[config.mk]
export PLATFORM = sky130hd
export DESIGN_NAME = led_rgb_pwm_driver
export DESIGN_NICKNAME = d
export VERILOG_FILES = /design/src/rtl/led_pkg.sv /design/src/rtl/led_pwm_timebase.sv /design/src/rtl/led_rgb_pwm_driver.sv
export SDC_FILE = /design/constraint.sdc
export NUM_CORES = 1
export LEC_CHECK = 0
export BUFFER_PORTS_ARGS = -buffer_cell sky130_fd_sc_hd__clkbuf_2
export CAP_MARGIN = 20
export CORE_MARGIN = 10
export CORE_UTILIZATION = 35
export CTS_BUF_LIST = sky130_fd_sc_hd__clkbuf_2 sky130_fd_sc_hd__clkbuf_4 sky130_fd_sc_hd__clkbuf_8
export DETAILED_ROUTE_END_ITERATION = 8
export HOLD_SLACK_MARGIN = 0.06
export PLACE_DENSITY = 0.57
export SLEW_MARGIN = 10
export SYNTH_ARGS = -nofsm -noshare
export SYNTH_HDL_FRONTEND = slang
export SYNTH_SLANG_ARGS = --single-unit
[constraint.sdc]
create_clock -name clk -period 1.9 [get_ports clk]
set_input_delay 0.285 -clock clk [delete_from_list [all_inputs] [get_ports clk]]
set_output_delay 0.285 -clock clk [all_outputs]
set_load 0.005 [all_outputs]
[src/rtl/led_pkg.sv]
// rtl/led_pkg.sv - shared types and helpers for the RGB LED PWM driver
package led_pkg;

    localparam int LED_CNT_W = 8;

    typedef enum logic [1:0] {
        IDLE = 2'd0,
        RUN  = 2'd1,
        PEND = 2'd2
    } led_state_e;

    typedef struct packed {
        logic r;
        logic g;
        logic be;
    } led_colour_t;

    typedef struct packed {
        led_colour_t            colour;
        logic [LED_CNT_W-1:0]   duty;
    } led_req_t;

    // True when at least one channel is enabled
    function automatic logic colour_any(input led_colour_t c);
        return c.r | c.g | c.be;
    endfunction

endpackage

[src/rtl/led_pwm_timebase.sv]
// rtl/led_pwm_timebase.sv - prescaler and PWM period counter with hold-at-zero clear
module led_pwm_timebase #(
    parameter int CNT_W    = 8,
    parameter int PRESCALE = 4
) (
    input  logic             clk,
    input  logic             rst,
    input  logic             clr,
    output logic [CNT_W-1:0] pwm_cnt,
    output logic             tick,
    output logic             boundary
);

    localparam int PRE_W = (PRESCALE > 1) ? $clog2(PRESCALE) : 1;
    localparam logic [PRE_W-1:0] PRE_MAX = PRE_W'(PRESCALE - 1);

    logic [PRE_W-1:0] pre_cnt;

    // clr suppresses tick so a held timebase never reports a boundary
    assign tick     = !clr && (pre_cnt == PRE_MAX);
    assign boundary = tick && (pwm_cnt == '1);

    // Prescaler feeds the PWM counter; both held at zero while cleared
    always_ff @(posedge clk) begin
        if (rst || clr) begin
            pre_cnt <= '0;
            pwm_cnt <= '0;
        end else if (tick) begin
            pre_cnt <= '0;
            pwm_cnt <= pwm_cnt + 1'b1;
        end else begin
            pre_cnt <= pre_cnt + 1'b1;
        end
    end

endmodule

[src/rtl/led_rgb_pwm_driver.sv]
// rtl/led_rgb_pwm_driver.sv - RGB LED PWM driver with period-aligned colour updates (optional blink: LED_BLINK_EN)
module led_rgb_pwm_driver
    import led_pkg::*;
#(
    parameter int CNT_W         = 8,
    parameter int PRESCALE      = 4,
    parameter int BLINK_PERIODS = 64
) (
    input  logic             clk,
    input  logic             rst,
    input  logic             in_valid,
    output logic             in_ready,
    input  logic             r_in,
    input  logic             g_in,
    input  logic             be_in,
    input  logic [CNT_W-1:0] duty,
    output logic             led_r,
    output logic             led_g,
    output logic             led_b,
`ifdef LED_BLINK_EN
    input  logic             blink_in,
`endif
    output logic             busy
);

    if (PRESCALE < 1 || BLINK_PERIODS < 1) begin : g_bad_params
        $error("led_rgb_pwm_driver: PRESCALE and BLINK_PERIODS must be >= 1");
    end

    led_state_e       state;
    led_colour_t      req_col;
    led_colour_t      active_col;
    led_colour_t      shadow_col;
    logic [CNT_W-1:0] active_duty;
    logic [CNT_W-1:0] shadow_duty;
    logic [CNT_W-1:0] pwm_cnt;
    logic             boundary;
    logic             tick_unused;
    logic             xfer;
    logic             duty_on;
    logic             blink_off;
    logic             drive;

    assign req_col  = '{r: r_in, g: g_in, be: be_in};
    assign in_ready = (state != PEND);
    assign busy     = (state != IDLE);
    assign xfer     = in_valid && in_ready;

    led_pwm_timebase #(
        .CNT_W    (CNT_W),
        .PRESCALE (PRESCALE)
    ) u_timebase (
        .clk      (clk),
        .rst      (rst),
        .clr      (state == IDLE),
        .pwm_cnt  (pwm_cnt),
        .tick     (tick_unused),
        .boundary (boundary)
    );

    // Request sequencing: IDLE loads active directly, RUN parks the request in shadow until the next boundary
    always_ff @(posedge clk) begin
        if (rst) begin
            state       <= IDLE;
            active_col  <= '0;
            active_duty <= '0;
            shadow_col  <= '0;
            shadow_duty <= '0;
        end else begin
            case (state)
                IDLE: begin
                    if (xfer) begin
                        active_col  <= req_col;
                        active_duty <= duty;
                        state       <= colour_any(req_col) && (duty != '0) ? RUN : IDLE;
                    end
                end
                RUN: begin
                    if (xfer) begin
                        shadow_col  <= req_col;
                        shadow_duty <= duty;
                        state       <= PEND;
                    end
                end
                PEND: begin
                    if (boundary) begin
                        active_col  <= shadow_col;
                        active_duty <= shadow_duty;
                        state       <= colour_any(shadow_col) && (shadow_duty != '0) ? RUN : IDLE;
                    end
                end
                default: state <= IDLE;
            endcase
        end
    end

`ifdef LED_BLINK_EN
    localparam int BW = (BLINK_PERIODS > 1) ? $clog2(BLINK_PERIODS) : 1;
    localparam logic [BW-1:0] BLINK_MAX = BW'(BLINK_PERIODS - 1);

    logic [BW-1:0] blink_cnt;
    logic          blink_phase;

    // Count PWM periods; each wrap flips the blink phase, restarting from phase 0 whenever idle
    always_ff @(posedge clk) begin
        if (rst || state == IDLE) begin
            blink_cnt   <= '0;
            blink_phase <= 1'b0;
        end else if (boundary) begin
            if (blink_cnt == BLINK_MAX) begin
                blink_cnt   <= '0;
                blink_phase <= ~blink_phase;
            end else begin
                blink_cnt <= blink_cnt + 1'b1;
            end
        end
    end

    assign blink_off = blink_in && blink_phase;
`else
    assign blink_off = 1'b0;
`endif

    // All-ones duty is treated as fully on so the LED never drops for one tick per period
    assign duty_on = (active_duty == '1) || (pwm_cnt < active_duty);
    assign drive   = (state != IDLE) && duty_on && !blink_off;

    // Registered pin drive so the LED outputs are glitch-free
    always_ff @(posedge clk) begin
        if (rst) begin
            led_r <= 1'b0;
            led_g <= 1'b0;
            led_b <= 1'b0;
        end else begin
            led_r <= drive && active_col.r;
            led_g <= drive && active_col.g;
            led_b <= drive && active_col.be;
        end
    end

endmodule

======== Word level (Yosys, flattened, before mapping) ========
Index checks and enable logic that the tools add are counted.
operators by class
  mux-type cells .......................... 12
  reductions and logical operators ........ 21
  bitwise logic cells ..................... 4
  eq/ne operators ......................... 9
  order comparisons ....................... 1
  $add $sub $neg .......................... 2
operator list
  kind                   count
  $eq A8 B8 Y1 const B   2
  $mux W8                2
  $pmux W8 S2            1
  $reduce_bool A8 Y1     2
  $logic_and A1 B1 Y1    9
  $add A8 B1 Y8 const B  1
  $lt A8 B8 Y1           1
  $ne A2 B2 Y1 const B   4
  $mux W2                3
  $mux W3                2
  $pmux W2 S3            1
  $pmux W3 S2            1
  $reduce_and A3 Y1      2
  $eq A2 B2 Y1 const B   2
  $or A1 B1 Y1           4
  $reduce_bool A2 Y1     2
  $add A2 B1 Y2 const B  1
  $eq A2 B1 Y1 const B   1
  $logic_not A2 Y1       1
  $logic_or A1 B1 Y1     2
  $mux W1                2
  $reduce_and A2 Y1      1
  $reduce_or A2 Y1       1
  $logic_not A1 Y1       1
word-level totals
  flip-flop bits (word level) ............. 37
  input bits .............................. 14

======== Longest topological paths before layout ========
Gate-level depths: netlist (run 1).
  word-level depth ........................ 6
  depth in mapped cells ................... 7

======== Cells and area by module ========
Synthesis (run 1) repeated with hierarchy kept, for this count alone.
second synthesis, totals
  cells, all modules ...................... 192
  area total of the unflattened synthesis .. 1798.0 um2
by module, submodules not included
  module              area each (um2)  cells an instance  instances  seq. area each (um2)
  led_rgb_pwm_driver  1343.8           143                1          540.5
  led_pwm_timebase    454.2            49                 1          200.2

======== Least setup slack after synthesis (run 1) ========
OpenSTA, ideal clock, no wires.
  path kind ............................... register -> register
  start point ............................. reg u_timebase.pre_cnt[0]
  end point ............................... reg active_duty[3]
  setup time .............................. 143 ps
  arrival ................................. 1322 ps
  path buffers ............................ 2
  setup slack ............................. 435 ps
  cell stages (with the launch flop) ...... 8
  path through ............................ dfxtp_1 ha_1 buf_2 o2111a_2 a32o_2 buf_6 nor2_1 a211oi_2
between the ends
  cells in the longest elaborated chain, start to end .. 5
ends and longest elaborated chain
  element                      RTL line                  source
  start: declaration           led_pwm_timebase.sv:17    logic [PRE_W-1:0] pre_cnt;
  start signal: assignment     led_pwm_timebase.sv:32    pre_cnt <= pre_cnt + 1'b1;
  $eq A2 B2 Y1                 led_pwm_timebase.sv:20    assign tick = !clr && (pre_cnt == PRE_MAX);
  $logic_and A1 B1 Y1          led_pwm_timebase.sv:20
  $logic_and A1 B1 Y1          led_pwm_timebase.sv:21    assign boundary = tick && (pwm_cnt == '1);
  $ne A2 B2 Y1 (no line)       n/a
  $reduce_and A3 Y1 (no line)  n/a
  end signal: assignment       led_rgb_pwm_driver.sv:74  active_duty <= duty;
  end signal: assignment       led_rgb_pwm_driver.sv:88  active_duty <= shadow_duty;
  end: declaration             led_rgb_pwm_driver.sv:34  logic [CNT_W-1:0] active_duty;
Every way passes these cells.
A chain may end at the register's enable or synchronous reset.

======== Worst setup path after layout (run 1) ========
  start point ............................. reg u_timebase.pre_cnt[0]
  end point ............................... reg active_duty[0]
Same word-level chain as after synthesis.

==> metrics.txt, run 1 <==
Fin. Hold Viols=0; initial antenna violation count=0; WL per Instance=~13 um; Final period util=between 80 and 90%; share of cells above drive strength 1=about a fifth; yosys warns=0; Inserted Clock Buffers=5; Post-synth EDFFs=0; Clock Skew=between 6 and 7 ps; largest net degree at the start of global routing=25; Synth Register Bits=37; I/O Pins=19; total negative slack=0 ps; Die X=about 92 um; f_max=roughly 610 MHz; Tmin final=between 1500 and 2000 ps; worst-skew pair later-pin latency=290 ps; Max Cap Violations=0; CTS tree=built; cell area after synthesis=roughly 0.0018 mm2; post-synth top area share=between 40% and 50%; CTS max path bufs=2; die area=roughly 0.0085 mm2; Post-Synthesis Cells=between 150 and 200; Startpoint Class=register; first-pass GRT wire length=roughly 6.3 mm; Slew Viols, Final=0; Seq/Total Area, Yosys=just over 40%; crit-path max FO=22; VDD IR max=roughly 320 uV; clk slew on worst S/H paths=70 ps; Syn Nets=between 200 and 250; Post-CTS Hold Fix Bufs=0; clock root cell=clkbuf_8; status=completed; dominant cells by area after synthesis=dfxtp_1 (41%), mux2i_1 (13%), a211oi_2 (7.6%); gpl congestion=approximately 0.77; Req. time, crit path=roughly 2100 ps; Post-DP HPWL=around 2.8 mm; post-synth cell types=31; area of the core=a little over 0.005 mm2; cell taking the most area after synthesis=dfxtp_1; Port Buf Inserts=18; power per cell area=between 800 and 900 mW/mm2; Top FF cell, synth=dfxtp_1; worst-margin pin slew=440 ps; clk sink count=37; ys async rst share=0%; H-Tree Depth=2; final number of setup-violating endpoints=0; setup bufs post-CTS=0; Final Util=around 41%; Ant. Diodes=0; die height=approximately 92 um; final antenna-violating net count=0; nets=roughly 230; Synth Area per Inst=9.65 um2; Layout area overhead=14.2%; post_cts resized=0; Setup crit end kind=register; via count=approximately 1.4k; vias per inst=a little under 5; Min-Delay Path Depth=3; grt ovf=0; Initial Util=a little over a third; vias in the first global route=1411; Worst slew margin=70.4%; crit path DAT=approximately 1900 ps; worst min-delay path class=in2reg; Remaining DRCs=0; # rows=26; All-Layer GR Usage=9.14%; Pleak=between 0.0008 and 0.0009 uW; final WL=around 3.7 mm; RSZ-0062 raised after global routing=false; Setup Crit Path Kind=reg2reg; R2R depth=6; Pre-antenna DRT Iters=4; initial DRC count=65
-- cell usage after synthesis (2+ instances only) --
library cell  instances
nor4_1                4
dfxtp_1              37
buf_6                 3
nor2_1               33
a211oi_2             11
ha_1                  9
xnor2_1               3
buf_2                 3
mux2i_1              23
a211oi_1              3
nor3b_1               2
xor2_1                3
nand4_1               5
nand2_1               4
inv_1                 8
nand2b_1              2
o21bai_1              3
clkbuf_1              4
o21ai_0               6
a21oi_1               6
nor3_1                6
-- final cells by class --
cell class              count  area, um2
well taps                  70       87.6
clock buffers               5       68.8
inverters                   8       30.0
clock inverters             1       5.00
repair buffers             24        160
multi-input cells         133        980
flip-flops and latches     37        741
fillers                   527       3000
-- per-layer routing --
metal | track usage [%] | share of wire, % | up-vias
li1 | - | - | 710
met1 | 11.1 | 50 | 643
met2 | 14.1 | 45 | 18
met5 | 0 | 0 | -
met4 | 5.66 | 2.4 | 0
met3 | 2.36 | 3.4 | 9
-- critical path, stage by stage (launching register included) --
cell and delay, ps:
dfxtp_1 340, ha_1 320, o2111a_2 290, a32o_2 200, buf_12 170, nor2_1 60, a211oi_2 170
-- layout by cell type, fill, tap and decap left out --
| cell | synthesis | final |
|---|---|---|
| nor2_1 | 33 | 33 |
| a211oi_1 | 3 | 3 |
| a41o_1 | 1 | 1 |
| nand2b_1 | 2 | 2 |
| nor3b_1 | 2 | 2 |
| o21bai_1 | 3 | 3 |
| nand2_1 | 4 | 4 |
| a21o_1 | 1 | 1 |
| ha_1 | 9 | 9 |
| and3b_1 | 1 | 1 |
| nor4_1 | 4 | 4 |
| inv_1 | 8 | 8 |
| nand4_1 | 5 | 5 |
| a21oi_1 | 6 | 6 |
| xnor2_1 | 3 | 3 |
| buf_12 | 0 | 2 |
| dfxtp_1 | 37 | 37 |
| and4_1 | 1 | 1 |
| clkbuf_8 | 0 | 5 |
| xor2_1 | 3 | 3 |
| buf_4 | 0 | 4 |
| or3_1 | 1 | 1 |
| o21ai_0 | 6 | 6 |
| a211oi_2 | 11 | 11 |
| nor3_1 | 6 | 6 |
| a31o_2 | 1 | 1 |
| o2111a_2 | 1 | 1 |
| clkinv_2 | 0 | 1 |
| o211ai_1 | 1 | 1 |
| a32o_2 | 1 | 1 |
| mux2i_1 | 23 | 23 |
| nand3b_1 | 1 | 1 |
| clkbuf_2 | 0 | 18 |
-- cells by family (layout without fill, tap and decap cells) --
group,after synthesis,count (layout),share of synthesized area (%)
multiplexers,23,23,12.7
flip-flops,37,37,40.8
XOR/XNOR,6,6,2.90
adder cells (fa/ha/maj),9,9,6.21
AND/OR/NAND/NOR,60,60,15.7
buffers and inverters,18,38,5.17
AO/OA/AOI/OAI,35,35,16.6
-- power by group --
part	switching [uW]	internal (uW)	total, uW	leakage (uW)
Sequential	38.5	825	864	0.000302
Combinational	153	132	285	0.000517
Clock	269	241	510	0.0000399
-- state kept, by name, indices dropped and copies added (netlist names) --
register            count
active_duty             8
shadow_duty             8
u_timebase.pwm_cnt      8
active_col              3
shadow_col              3
state                   2
u_timebase.pre_cnt      2
led_b                   1
led_g                   1
led_r                   1
-- per-stage QoR --
stage / power, uW / hold WS, ps / cells / instance area [um2] / worst slack, ps
floorplan: 1080 / 408 / 188 / 1810 / 435
global placement: 1160 / 415 / 272 / 2000 / 339
detailed placement: 1170 / 430 / 272 / 2000 / 272
CTS: 1680 / 258 / 278 / 2070 / 256
global route: 1750 / 275 / 278 / 2070 / 128
finish: 1660 / 262 / 278 / 2070 / 259
-- final timing paths --
kind,start,end,slack [ps]
worst min register to register,u_timebase.pre_cnt[0],u_timebase.pre_cnt[0],440
worst max-delay path,u_timebase.pre_cnt[0],active_duty[0],260
worst min-delay path,r_in,shadow_col[2],260
worst max register to register,u_timebase.pre_cnt[0],active_duty[0],260
Note: power is estimated with default switching activity, not from simulation.
==> run 2: changes to the inputs <==
--- a/config.mk
+++ b/config.mk
@@ -5,7 +5,7 @@
 export SDC_FILE = /design/constraint.sdc
 export NUM_CORES = 1
 export LEC_CHECK = 0
-export BUFFER_PORTS_ARGS = -buffer_cell sky130_fd_sc_hd__clkbuf_2
+export BUFFER_PORTS_ARGS = -buffer_cell sky130_fd_sc_hd__buf_2
 export CAP_MARGIN = 20
 export CORE_MARGIN = 10
 export CORE_UTILIZATION = 35
==> metrics.txt, run 2 (same netlist as run 1, synthesis figures left out) <==
die height=between 90 and 100 um; Post-CTS Hold Fix Bufs=0; Setup crit end kind=register; commonest cells after routing, fill and taps aside=dfxtp_1 (37), nor2_1 (33), mux2i_1 (23); VDD IR max=about 340 uV; pre-CTS setup slack=between 200 and 300 ps; worst min-delay path class=in2reg; Layout area overhead=14.2%; Die X=92.0 um; Final WS setup=283 ps; Hold Crit Endpoint=shadow_duty[0]; setup bufs post-CTS=0; H-Tree Depth=2; r2r startpoint=u_timebase.pre_cnt[0]; Startpoint Class=register; worst-skew pair later-pin latency=between 200 and 300 ps; share of cells above drive strength 1=between 20% and 30%; Slew Viols, Final=0; initial DRC count=25; CTS tree=built; first-pass GRT wire length=~6.3 mm; f_max=around 620 MHz; clk slew on worst S/H paths=70 ps; crit-path max FO=22; via count=about 1.4k; Remaining DRCs=0; total negative slack=0 ps; crit path DAT=~1800 ps; Final period util=85.1%; Fin. Hold Viols=0; CTS max path bufs=2; RSZ-0062 raised after global routing=false; Worst R2R End=active_duty[1]; Tmin final=about 1600 ps; clock root cell=clkbuf_8; Worst slew margin=a little under 70%; Clock Skew=~5.5 ps; worst setup path start=u_timebase.pre_cnt[0]; slowest CP cell=dfxtp_1; Largest regs=active_duty: 8 flops, shadow_duty: 8 flops, u_timebase.pwm_cnt: 8 flops; Post-DP HPWL=~2.8 mm; Post-DP Area=approximately 0.002 mm2; total power=1640 uW; largest net degree at the start of global routing=25; die area=approximately 0.0085 mm2; final WL=approximately 3.6 mm; WL per Instance=about 13 um; Ant. Diodes=0; Min-Delay Path Depth=3; Inserted Clock Buffers=5; commonest non-fill, non-tap cell in the layout=dfxtp_1; worst-margin pin slew=roughly 460 ps; Initial Util=35.7%; # fillers=540; nets=232; Pre-antenna DRT Iters=4; initial antenna violation count=0; Hold Path Origin=duty[0]; Max Cap Violations=0; Req. time, crit path=2110 ps; grt ovf=0; Reg2Reg Setup Slack=around 280 ps; design area=0.00207 mm2; I/O Pins=19; vias in the first global route=about 1.4k; power per cell area=approximately 800 mW/mm2; Setup Crit Path Kind=reg2reg; area of the core=0.00507 mm2; vias per inst=just under 5; All-Layer GR Usage=between 8 and 9%; status=completed; R2R depth=6; final antenna-violating net count=0; Pleak=0.000858 uW; Crit path largest cell delay=between 300 and 400 ps; Critical Path, Cell by Cell=ha_1 > o2111a_2 > a32o_2 > buf_12 > nor2_1 > a211oi_2; post_cts resized=0; Port Buf Inserts=18; gpl congestion=0.766; # rows=26; clk sink count=37; final number of setup-violating endpoints=0
==> run 2: how the worst max path moves through the flow <==
stage                                end  cells after the start
after detailed placement  active_duty[4]                      6
after global routing      active_duty[3]                      6
after CTS                  active_col[0]                      6
final                     active_duty[1]                      6
after global placement    active_duty[6]                      6
after floorplan           active_duty[3]                      7
==> run 2: area by class of cell <==
cell class | instances | area (um2) | share of cell area [%]
Clock buffer | 5 | 68.8 | 3.32
Clock inverter | 1 | 5.00 | 0.242
Inverter | 8 | 30.0 | 1.45
Multi-Input combinational cell | 133 | 980 | 47.3
Sequential cell | 37 | 741 | 35.7
Tap cell | 70 | 87.6 | 4.23
Timing Repair Buffer | 24 | 160 | 7.73
==> run 2: routing by layer <==
layer  GRT usage (%)  part of all wire (%)
met2            14.4                    46
met1            10.9                    50
met5               0                     0
met4            3.86                   1.7
met3            2.04                   2.5
==> run 2: power by group <==
group	leakage, uW	internal [uW]	total (uW)	switching [uW]
clock network	0.0000399	241	496	255
registers	0.000302	825	863	38.0
logic	0.000516	132	284	151
==> run 2: per-stage QoR <==
| stage | cells | util [%] | hold slack, ps |
|---|---|---|---|
| floorplan | 188 | - | 408 |
| CTS | 278 | 40.8 | 259 |
| detailed placement | 272 | 39.4 | 428 |
| finish | 278 | 40.8 | 267 |
| global placement | 272 | 39.4 | 415 |
| global route | 278 | 40.8 | 287 |
==> run 2: critical path: cells and delay by family (launching register included) <==
| kind | cells | cell delay (ps) |
|---|---|---|
| and+or+nand+nor | 1 | 60 |
| buffers and inverters | 1 | 170 |
| DFF | 1 | 330 |
| AOI/OAI and AO/OA | 3 | 670 |
| adders and majority gates | 1 | 310 |
